===== config.mk =====
export PLATFORM = sky130hd
export DESIGN_NAME = l1b_event_capture_flat
export DESIGN_NICKNAME = d
export VERILOG_FILES = /design/src/rtl/l1b_event_capture_pkg.sv /design/src/rtl/l1b_event_capture_if.sv /design/src/rtl/l1b_event_capture_evt_fifo.sv /design/src/rtl/l1b_event_capture.sv /design/src/flat_wrapper.sv
export SDC_FILE = /design/constraint.sdc
export NUM_CORES = 2
export LEC_CHECK = 0
export ABC_CLOCK_PERIOD_IN_PS = 77800
export BUFFER_PORTS_ARGS = -buffer_cell sky130_fd_sc_hd__buf_2
export CORE_MARGIN = 1
export CORE_UTILIZATION = 55
export CTS_BUF_LIST = sky130_fd_sc_hd__clkbuf_4
export CTS_CLUSTER_SIZE = 30
export DETAILED_ROUTE_END_ITERATION = 12
export HOLD_SLACK_MARGIN = 0.1
export PLACE_DENSITY = 0.74
export SLEW_MARGIN = 20
export SYNTH_ARGS = -nofsm -noshare
export SYNTH_HDL_FRONTEND = slang
export SYNTH_SLANG_ARGS = --single-unit

===== constraint.sdc =====
create_clock -name CLK -period 77.8 [get_ports CLK]
set_input_delay 15.56 -clock CLK [delete_from_list [all_inputs] [get_ports CLK]]
set_output_delay 15.56 -clock CLK [all_outputs]
set_load 0.05 [all_outputs]

===== src/rtl/l1b_event_capture_pkg.sv =====
// Shared types and constants for the L1 buffer event capture block.
package l1b_pkg;

  localparam int unsigned L1B_DATA_WIDTH = 272;
  localparam int unsigned CH_WIDTH       = 264;
  localparam int unsigned L0ID_WIDTH     = 8;

  // Hit reduction modes over the (BC-1, BC, BC+1) word triplet
  typedef enum logic [1:0] {
    HitMid  = 2'd0,  // X1X
    HitRise = 2'd1,  // 01X
    HitAny  = 2'd2,  // 1XX | X1X | XX1
    HitAll  = 2'd3   // XXX, forces all ones
  } hit_mode_e;

  typedef enum logic [1:0] {
    StIdle = 2'd0,
    StCap1 = 2'd1,
    StCap2 = 2'd2
  } state_e;

  localparam logic EvR3 = 1'b0;
  localparam logic EvL1 = 1'b1;

  typedef struct packed {
    logic                  ev_type;
    logic                  seq_err;
    logic [L0ID_WIDTH-1:0] l0id;
    logic [CH_WIDTH-1:0]   hits;
  } event_t;

  localparam int unsigned EVENT_WIDTH = $bits(event_t);

  // Per-channel hit mask from previous, current and next BC words
  function automatic logic [CH_WIDTH-1:0] hit_reduce(input hit_mode_e           mode,
                                                     input logic [CH_WIDTH-1:0] p,
                                                     input logic [CH_WIDTH-1:0] c,
                                                     input logic [CH_WIDTH-1:0] n);
    logic [CH_WIDTH-1:0] h;
    unique case (mode)
      HitMid:  h = c;
      HitRise: h = ~p & c;
      HitAny:  h = p | c | n;
      HitAll:  h = '1;
      default: h = c;
    endcase
    return h;
  endfunction

endpackage


===== src/rtl/l1b_event_capture_if.sv =====
// Readout input bus and event output handshake of the capture block.
interface l1b_event_capture_if;

  logic                               L1B_Read_R3;
  logic                               L1B_Read_L1;
  logic [l1b_pkg::L1B_DATA_WIDTH-1:0] L1B_DataOut;
  logic                               Ev_Valid;
  logic                               Ev_Ready;
  logic                               Ev_Type;
  logic [l1b_pkg::L0ID_WIDTH-1:0]     Ev_L0ID;
  logic                               Ev_SeqErr;
  logic [l1b_pkg::CH_WIDTH-1:0]       Ev_Hits;

  // Environment side: drives readout and consumer ready
  modport master (
    output L1B_Read_R3, L1B_Read_L1, L1B_DataOut, Ev_Ready,
    input  Ev_Valid, Ev_Type, Ev_L0ID, Ev_SeqErr, Ev_Hits
  );

  // Capture block side
  modport slave (
    input  L1B_Read_R3, L1B_Read_L1, L1B_DataOut, Ev_Ready,
    output Ev_Valid, Ev_Type, Ev_L0ID, Ev_SeqErr, Ev_Hits
  );

endinterface


===== src/rtl/l1b_event_capture_evt_fifo.sv =====
// First-word-fall-through event FIFO with occupancy output.
// A push while full is accepted only when a pop happens in the same cycle.
module evt_fifo #(
  parameter  int unsigned Width = 8,
  parameter  int unsigned Depth = 4,
  localparam int unsigned PtrW  = $clog2(Depth),
  localparam int unsigned LvlW  = PtrW + 1
) (
  input  logic             clk,
  input  logic             rst,
  input  logic             push,
  input  logic [Width-1:0] wdata,
  input  logic             pop,
  output logic             full,
  output logic             valid,
  output logic [Width-1:0] rdata,
  output logic [LvlW-1:0]  level
);

  logic [Width-1:0] mem_q [Depth];
  logic [PtrW-1:0]  wptr_q;
  logic [PtrW-1:0]  rptr_q;
  logic [LvlW-1:0]  level_q;
  logic             push_ok;
  logic             pop_ok;

  assign full    = (level_q == LvlW'(Depth));
  assign valid   = (level_q != '0);
  assign push_ok = push & (~full | pop);
  assign pop_ok  = pop & valid;
  assign rdata   = mem_q[rptr_q];
  assign level   = level_q;

  // Storage, pointers (wrap naturally, Depth is a power of two) and occupancy
  always_ff @(posedge clk or posedge rst) begin
    if (rst) begin
      for (int i = 0; i < int'(Depth); i++) mem_q[i] <= '0;
      wptr_q  <= '0;
      rptr_q  <= '0;
      level_q <= '0;
    end else begin
      if (push_ok) begin
        mem_q[wptr_q] <= wdata;
        wptr_q        <= wptr_q + 1'b1;
      end
      if (pop_ok) rptr_q <= rptr_q + 1'b1;
      level_q <= level_q + LvlW'(push_ok) - LvlW'(pop_ok);
    end
  end

endmodule


===== src/rtl/l1b_event_capture.sv =====
// L1 buffer readout capture: collects 3-word bursts, checks L0ID sequencing,
// reduces the triplet to a hit mask and queues events for the cluster finder.
module l1b_event_capture #(
  parameter int unsigned DATA_WIDTH = 264,
  parameter int unsigned L0ID_WIDTH = 8,
  parameter int unsigned EVT_DEPTH  = 4,
  parameter int unsigned CNT_WIDTH  = 8
) (
  input  logic                         CLK,
  input  logic                         SoftReset,
  l1b_event_capture_if.slave           bus,
  input  logic [1:0]                   HitMode,
  output logic [$clog2(EVT_DEPTH):0]   Fifo_Level,
  output logic [CNT_WIDTH-1:0]         Overflow_Cnt,
  output logic [CNT_WIDTH-1:0]         Trunc_Cnt,
  output logic                         Collision
);

  import l1b_pkg::*;

  localparam int unsigned WordW = DATA_WIDTH + L0ID_WIDTH;

  state_e                state_q, state_d;
  logic                  type_q, type_d;
  hit_mode_e             mode_q, mode_d;
  logic [WordW-1:0]      w0_q, w0_d;
  logic [WordW-1:0]      w1_q, w1_d;
  logic                  commit, abort;
  logic                  r3, l1, own;
  logic [L0ID_WIDTH-1:0] id0, id1, id2;
  event_t                ev_new, ev_head;
  logic                  fifo_full, fifo_valid, pop;
  logic [CNT_WIDTH-1:0]  ovf_q, trunc_q;
  logic                  coll_q;

  assign r3  = bus.L1B_Read_R3;
  assign l1  = bus.L1B_Read_L1;
  // Only the strobe of the latched burst type keeps a burst alive
  assign own = (type_q == EvL1) ? l1 : r3;

  // Burst capture FSM: registers
  always_ff @(posedge CLK or posedge SoftReset) begin
    if (SoftReset) begin
      state_q <= StIdle;
      type_q  <= EvR3;
      mode_q  <= HitMid;
      w0_q    <= '0;
      w1_q    <= '0;
    end else begin
      state_q <= state_d;
      type_q  <= type_d;
      mode_q  <= mode_d;
      w0_q    <= w0_d;
      w1_q    <= w1_d;
    end
  end

  // Burst capture FSM: next state, word capture, commit/abort decode
  always_comb begin
    state_d = state_q;
    type_d  = type_q;
    mode_d  = mode_q;
    w0_d    = w0_q;
    w1_d    = w1_q;
    commit  = 1'b0;
    abort   = 1'b0;
    unique case (state_q)
      StIdle: begin
        if (r3 | l1) begin
          w0_d    = bus.L1B_DataOut;
          type_d  = r3 ? EvR3 : EvL1;
          mode_d  = hit_mode_e'(HitMode);
          state_d = StCap1;
        end
      end
      StCap1: begin
        if (own) begin
          w1_d    = bus.L1B_DataOut;
          state_d = StCap2;
        end else begin
          abort   = 1'b1;
          state_d = StIdle;
        end
      end
      StCap2: begin
        state_d = StIdle;
        if (own) commit = 1'b1;
        else     abort  = 1'b1;
      end
      default: state_d = StIdle;
    endcase
  end

  // Event assembly; the third word is used straight from the bus
  always_comb begin
    id0             = w0_q[DATA_WIDTH +: L0ID_WIDTH];
    id1             = w1_q[DATA_WIDTH +: L0ID_WIDTH];
    id2             = bus.L1B_DataOut[DATA_WIDTH +: L0ID_WIDTH];
    ev_new          = '0;
    ev_new.ev_type  = type_q;
    ev_new.l0id     = id1;
    ev_new.seq_err  = (id1 != id0 + L0ID_WIDTH'(1)) | (id2 != id1 + L0ID_WIDTH'(1));
    ev_new.hits     = hit_reduce(mode_q, w0_q[DATA_WIDTH-1:0], w1_q[DATA_WIDTH-1:0],
                                 bus.L1B_DataOut[DATA_WIDTH-1:0]);
  end

  assign pop = fifo_valid & bus.Ev_Ready;

  evt_fifo #(
    .Width (EVENT_WIDTH),
    .Depth (EVT_DEPTH)
  ) u_evt_fifo (
    .clk   (CLK),
    .rst   (SoftReset),
    .push  (commit),
    .wdata (ev_new),
    .pop   (pop),
    .full  (fifo_full),
    .valid (fifo_valid),
    .rdata (ev_head),
    .level (Fifo_Level)
  );

  // Saturating status counters and sticky strobe collision flag
  always_ff @(posedge CLK or posedge SoftReset) begin
    if (SoftReset) begin
      ovf_q   <= '0;
      trunc_q <= '0;
      coll_q  <= 1'b0;
    end else begin
      if (commit && fifo_full && !pop && ovf_q != '1) ovf_q <= ovf_q + 1'b1;
      if (abort && trunc_q != '1) trunc_q <= trunc_q + 1'b1;
      if (r3 && l1) coll_q <= 1'b1;
    end
  end

  assign Overflow_Cnt  = ovf_q;
  assign Trunc_Cnt     = trunc_q;
  assign Collision     = coll_q;
  assign bus.Ev_Valid  = fifo_valid;
  assign bus.Ev_Type   = ev_head.ev_type;
  assign bus.Ev_L0ID   = ev_head.l0id;
  assign bus.Ev_SeqErr = ev_head.seq_err;
  assign bus.Ev_Hits   = ev_head.hits;

endmodule

===== src/flat_wrapper.sv =====
// flat-port wrapper written by rule: the top's interface ports become plain ports
module l1b_event_capture_flat import l1b_pkg::*;
#(
  parameter int unsigned DATA_WIDTH = 264,
  parameter int unsigned L0ID_WIDTH = 8,
  parameter int unsigned EVT_DEPTH  = 4,
  parameter int unsigned CNT_WIDTH  = 8
)
  (CLK, SoftReset, HitMode, Fifo_Level, Overflow_Cnt, Trunc_Cnt, Collision, bus_L1B_Read_R3, bus_L1B_Read_L1, bus_L1B_DataOut, bus_Ev_Ready, bus_Ev_Valid, bus_Ev_Type, bus_Ev_L0ID, bus_Ev_SeqErr, bus_Ev_Hits);
  l1b_event_capture_if bus_i ();
  input  logic CLK;
  input  logic SoftReset;
  input  logic [1:0] HitMode;
  output logic [$clog2(EVT_DEPTH):0] Fifo_Level;
  output logic [CNT_WIDTH-1:0] Overflow_Cnt;
  output logic [CNT_WIDTH-1:0] Trunc_Cnt;
  output logic Collision;
  input wire logic [$bits(bus_i.L1B_Read_R3)-1:0] bus_L1B_Read_R3;
  input wire logic [$bits(bus_i.L1B_Read_L1)-1:0] bus_L1B_Read_L1;
  input wire logic [$bits(bus_i.L1B_DataOut)-1:0] bus_L1B_DataOut;
  input wire logic [$bits(bus_i.Ev_Ready)-1:0] bus_Ev_Ready;
  output wire logic [$bits(bus_i.Ev_Valid)-1:0] bus_Ev_Valid;
  output wire logic [$bits(bus_i.Ev_Type)-1:0] bus_Ev_Type;
  output wire logic [$bits(bus_i.Ev_L0ID)-1:0] bus_Ev_L0ID;
  output wire logic [$bits(bus_i.Ev_SeqErr)-1:0] bus_Ev_SeqErr;
  output wire logic [$bits(bus_i.Ev_Hits)-1:0] bus_Ev_Hits;
  assign bus_i.L1B_Read_R3 = bus_L1B_Read_R3;
  assign bus_i.L1B_Read_L1 = bus_L1B_Read_L1;
  assign bus_i.L1B_DataOut = bus_L1B_DataOut;
  assign bus_i.Ev_Ready = bus_Ev_Ready;
  assign bus_Ev_Valid = bus_i.Ev_Valid;
  assign bus_Ev_Type = bus_i.Ev_Type;
  assign bus_Ev_L0ID = bus_i.Ev_L0ID;
  assign bus_Ev_SeqErr = bus_i.Ev_SeqErr;
  assign bus_Ev_Hits = bus_i.Ev_Hits;
  l1b_event_capture #(.DATA_WIDTH(DATA_WIDTH), .L0ID_WIDTH(L0ID_WIDTH), .EVT_DEPTH(EVT_DEPTH), .CNT_WIDTH(CNT_WIDTH)) u_core (.CLK(CLK), .SoftReset(SoftReset), .bus(bus_i), .HitMode(HitMode), .Fifo_Level(Fifo_Level), .Overflow_Cnt(Overflow_Cnt), .Trunc_Cnt(Trunc_Cnt), .Collision(Collision));
endmodule

# [Word level (Yosys, flattened, before mapping)]
# Cells that the tools add are included.
[op_classes] muxes=16 add_sub_neg=8 n_eq_ne=11 n_reduce_logical=13 order_cmp=3 bitwise_logic=13
[ops] cell="$bwmux W1096" n=1
[ops] cell="$pmux W264 S4" n=1
[ops] cell="$mux W274" n=3
[ops] cell="$bmux W274 S2" n=1
[ops] cell="$demux W274 S2" n=1
[ops] cell="$or A264 B264 Y264" n=2
[ops] cell="$and A264 B264 Y264" n=1
[ops] cell="$not A264 Y264" n=1
[ops] cell="$add A8 B1 Y8 const B" n=4
[ops] cell="$ne A8 B8 Y1" n=2
[ops] cell="$ne A8 B8 Y1 const B" n=2
[ops] cell="$eq A2 B2 Y1 const B" n=3
[ops] cell="$ge A3 B3 Y1 const B" n=2
[ops] cell="$logic_and A1 B1 Y1" n=6
[ops] cell="$mux W1" n=6
[ops] cell="$not A2 Y3" n=2
[ops] cell="$add A2 B1 Y2 const B" n=2
[ops] cell="$eq A2 B1 Y1 const B" n=2
[ops] cell="$logic_not A2 Y1" n=2
[ops] cell="$mux W2" n=2
[ops] cell="$pmux W2 S2" n=1
[ops] cell="$reduce_and A2 Y1" n=2
[ops] cell="$add A3 B1 Y3" n=1
[ops] cell="$and A1 B1 Y1" n=3
[ops] cell="other kinds (9)" n=11
[word_totals] wordCells=79 register_bits=1669 input_bits=279 out_inout_bits=295

# [Longest topological paths before layout]
[logic_depth] depth_word=6 mapped_depth=10 ltp_nobuf=10

# [Modules after synthesis]
# A second synthesis with hierarchy kept.
[hier_totals] cells_unflattened=5056 area_unflattened_um2=74756.7
[by_module_without_submodules] module="evt_fifo" n_inst=1 cells_per_inst=2688 seq_area_each_um2=27601.5 area_per_inst_um2=47916.0
[by_module_without_submodules] module="l1b_event_capture" n_inst=1 cells_per_inst=2368 seq_area_each_um2=14163.6 area_per_inst_um2=26840.7

# [Worst setup path before layout]
# OpenSTA, ideal clock, no wires.
[synth_timing] path_type="reg-to-output" start="register u_core.u_evt_fifo.rptr_q[0]" end="output port bus_Ev_Hits[115]" required_ns=62.240 t_arrival_ns=1.994 slack_ns=60.246 stages_incl_launch_ff=5 path_buffers=3 path_cell_list="dfrtp_1 > clkbuf_1 > clkbuf_1 > buf_1 > mux4_2"
[synth_between] elab_chain_len=4
[synth_rtl] element="start: declaration" line_no="l1b_event_capture_evt_fifo.sv:22" rtl="logic [PtrW-1:0] rptr_q;"
[synth_rtl] element="start signal: assignment" line_no="l1b_event_capture_evt_fifo.sv:46" rtl="if (pop_ok) rptr_q <= rptr_q + 1'b1;"
[synth_rtl] element="$not A2 Y3 (implied by the code)" line_no="l1b_event_capture_evt_fifo.sv:31" rtl="assign rdata = mem_q[rptr_q];"
[synth_rtl] element="$bmux W274 S2" line_no="l1b_event_capture_evt_fifo.sv:31"
[synth_rtl] element="$mux W274 (implied by the code) (2 in series)" line_no="l1b_event_capture_evt_fifo.sv:31"
[synth_rtl] element="end: declaration" line_no="flat_wrapper.sv:26" rtl="output wire logic [$bits(bus_i.Ev_Hits)-1:0] bus_Ev_Hits;"
# Every way passes these cells. The select of a mux whose other input is x is not followed.

# [Worst setup path in the final report]
[layout_timing] start="register u_core.u_evt_fifo.rptr_q[0]" end="output port bus_Ev_Hits[186]"
# Same word-level chain as after synthesis.

==> out/metrics.csv <==
stage;metric;value;unit
sta;fin_ws;56.73;ns
sta;setup_viol;0;
power;clock_power_share;18.1;%
route;wire_length_per_cell_after_detailed_routing;20.2;um
worst_hold_path;holdCritPathClass;reg2reg;
final_layout;areaGrowthSynthToFinish;12.2;%
place;place_hpwl;106;mm
global_routing;grt_antenna_before_repair;65;
synthesis;synth.yosys.seq_area_share;57.7;%
floorplanning;floorplan.die.height;365;um
worst_hold_path;min_to;u_core.u_evt_fifo.mem_q[790];
sta;fin_worst_skew;0.105;ns
route;wl;176;mm
sta;final_worst_path_cycle_share;27.1;%
place;place_area;0.0759;mm2
route;detail-route-antenna-nets;0;
clocking;clk-insertion-delay-late;1.33;ns
synthesis;netlist_top_cells_area;sky130_fd_sc_hd__dfrtp_1, sky130_fd_sc_hd__mux2_2, sky130_fd_sc_hd__o21ai_0;
power;static-leakage-power;37.0;nW
synthesis;largest_area_contributor_in_the_synthesized_netlist;sky130_fd_sc_hd__dfrtp_1;
global_routing;first_global_vias;51600;
clocking;clk_pin_slew;0.06;ns
power;p_per_area;48.9;mW/mm2
critical_path;required;62.24;ns
global_routing;grt_max_degree;215;
clocking;tritoncts;yes;
route;route.detailed.vias_per_inst;5.83;
synthesis;syn_area;0.0724;mm2
critical_path;critPathKind;reg2out;
sta;max_slew_margin;21.8;%
critical_path;worst_setup_path_end_kind;primary output;
final_layout;filler_cell_count;10300;
final_layout;finish.instance_area;0.0812;mm2
clocking;clock_sink_count;1669;
critical_path;r2r-end;u_core.u_evt_fifo.mem_q[926];
clocking;holdBufCountCts;0;
synthesis;yosys_most_used_dff;sky130_fd_sc_hd__dfrtp_1;
place;preCtsSetupSlack;57.34;ns
power;pwr-share-seq;38.4;%
sta;slew_viol_final;0;
synthesis;synth_edf_count;0;
floorplanning;std_cell_rows;132;
synthesis;register_bit_total_from_synthesis;1669;
worst_hold_path;worst_hold_startpoint;u_core.u_evt_fifo.mem_q[790];
synthesis;most_frequent_cell_after_synthesis;sky130_fd_sc_hd__dfrtp_1;
final_layout;drive_above_1_share;31.0;%
power;worst_ir_drop_vdd;0.0000454;V
place;port-buffer-count;573;
run_status;status;finished clean;
route;total_iterations_of_the_first_detailed_routing_run;6;
critical_path;setup.reg_to_reg.worst_slack;72.57;ns
critical_path;cp_launch_point;u_core.u_evt_fifo.rptr_q[0];
clocking;numCtsBuffers;434;
global_routing;grt_first_pass_wirelength;279;mm
route;dr_total_vias;50800;
worst_hold_path;hold_depth;2;
sta;rsz_0062_raised_after_global_routing;no;
critical_path;cp-start-kind;flop;
clocking;postCtsSetupRepairBufs;0;
synthesis;asyncSetResetFlopFracSynth;100;%
clocking;post_cts_resized;0;
floorplanning;design.core.area;0.130;mm2
sta;finalWorstPathRequiredPeriod;21.07;ns
final_layout;final_nets;6950;
power;netSwitchingFraction;42.6;%
clocking;cts-root-buf;sky130_fd_sc_hd__clkbuf_4;
place;place_congestion;0.799;
floorplanning;die_width;365;um
synthesis;yosysWarnings;0;
floorplanning;initial_utilization;55.7;%
job;drv_cap;0;
global_routing;grt.total_usage;26.6;%
sta;tightestPinTransition;1.17;ns
synthesis;synth.top_cells.by_count;sky130_fd_sc_hd__dfrtp_1, sky130_fd_sc_hd__o21ai_0, sky130_fd_sc_hd__nand2_1;
power;intPower;0.00228;W
critical_path;rr_startpoint;u_core.u_evt_fifo.level[1];
sta;max_freq;47.5;MHz
sta;finalHoldViolCount;0;
power;p_comb_share;43.5;%
synthesis;synth.lib_cells_used.distinct;51;
global_routing;overflow;0;
sta;setup-tns-final;0;ns
synthesis;postSynthCellCount;6044;
route;drc;0;
critical_path;worstRegToRegCells;7;
power;switchingPower;0.00169;W
floorplanning;boundaryPins;574;
synthesis;synth_area_per_cell;12.0;um2
critical_path;worstPathMaxFanout;43;
synthesis;synth_top_cell_area_share;57.7;%
floorplanning;die-area;0.133;mm2
critical_path;cp.arrival;5.51;ns
route;drt_iter0_drc;3116;
synthesis;synth_fp_nets;6337;
clocking;cts_htree_levels;5;
clocking;cts_max_path_buffers;4;
final cells by class:
type,instances,area [um2],share of cell area [%]
Sequential cell,1669,41800,51.4
Multi-Input combinational cell,3904,28500,35.0
Clock buffer,625,4690,5.78
Timing Repair Buffer,631,3500,4.30
Tap cell,1742,2180,2.68
Clock inverter,83,435,0.536
Antenna cell,41,103,0.126
Inverter,17,71.3,0.0878
worst max path at each step:
stage	end	slack, ns
2_1_floorplan	u_core.Collision	15.14
4_1_cts	bus_Ev_Hits[186]	56.41
5_1_grt	bus_Ev_Hits[186]	56.20
6_report	bus_Ev_Hits[186]	56.73
3_5_place_dp	u_core.u_evt_fifo.mem_q[950]	57.34
3_3_place_gp	u_core.u_evt_fifo.mem_q[958]	57.50
registers in the layout (all words and copies together) (netlist names), 2 cells and up:
name                      cells
u_core.Trunc_Cnt              8
u_core.u_evt_fifo.level       3
u_core.u_evt_fifo.rptr_q      2
u_core.w1_q                 272
u_core.w0_q                 272
u_core.u_evt_fifo.mem_q    1096
u_core.mode_q                 2
u_core.u_evt_fifo.wptr_q      2
u_core.Overflow_Cnt           8
u_core.state_q                2
critical path, cell delays in order, from the launching register on:
cell and delay [ns]:
sky130_fd_sc_hd__dfrtp_4 0.91, sky130_fd_sc_hd__buf_4 0.67, sky130_fd_sc_hd__buf_4 0.86, sky130_fd_sc_hd__buf_4 0.83
sky130_fd_sc_hd__mux4_2 0.62, sky130_fd_sc_hd__buf_2 0.23
cells in the final DEF, fill, tap and decap left out, types with 13 or more instances in the layout:
master,n
sky130_fd_sc_hd__nand2_1,1071
sky130_fd_sc_hd__dfrtp_1,1665
sky130_fd_sc_hd__clkbuf_4,625
sky130_fd_sc_hd__xnor2_1,17
sky130_fd_sc_hd__or4_1,264
sky130_fd_sc_hd__mux4_2,274
sky130_fd_sc_hd__o21ai_1,72
sky130_fd_sc_hd__xor2_1,15
sky130_fd_sc_hd__mux2_2,563
sky130_fd_sc_hd__inv_1,16
sky130_fd_sc_hd__diode_2,41
sky130_fd_sc_hd__mux2_4,16
sky130_fd_sc_hd__buf_2,573
sky130_fd_sc_hd__ha_1,13
sky130_fd_sc_hd__a21boi_0,264
sky130_fd_sc_hd__clkinv_1,60
sky130_fd_sc_hd__buf_4,43
sky130_fd_sc_hd__o21ai_0,1257
layer usage:
layer	GRT usage [%]	wire [um]	vias to the layer above
li1	-	-	23200
met1	33.9	72200	25700
met2	42.3	84800	1479
met3	7.57	12700	403
met4	12.5	6060	44
met5	0	284	-
power groups by stage:
stage,clock network [W],registers [W],logic [W]
5_1_grt,0.000782,0.00157,0.00186
3_5_place_dp,0,0.00153,0.00174
6_report,0.000719,0.00152,0.00173
2_1_floorplan,0,0.00146,0.00136
4_1_cts,0.000739,0.00152,0.00174
3_3_place_gp,0,0.00150,0.00169
stage by stage:
step                      power, W  hold WS [ns]  util, %  instances
final                      0.00397         0.474     62.5       8712
after global placement     0.00319         0.455     58.4       7960
after global routing       0.00422         0.491     62.5       8704
after CTS                  0.00399         0.478     62.3       8668
after detailed placement   0.00327         0.465     58.4       7960
after floorplan            0.00282         0.444        -       6044
cells by family after synthesis:
| group | Yosys count | share of synthesized area [%] |
|---|---|---|
| XOR/XNOR | 32 | 0.387 |
| AO/OA/AOI/OAI | 1624 | 12.2 |
| buffers and inverters | 471 | 3.04 |
| AND/OR/NAND/NOR | 1380 | 8.72 |
| flip-flops | 1669 | 57.7 |
| adder cells (fa/ha/maj) | 14 | 0.252 |
| multiplexers | 854 | 17.6 |
Note: power is estimated with default switching activity, not from simulation.
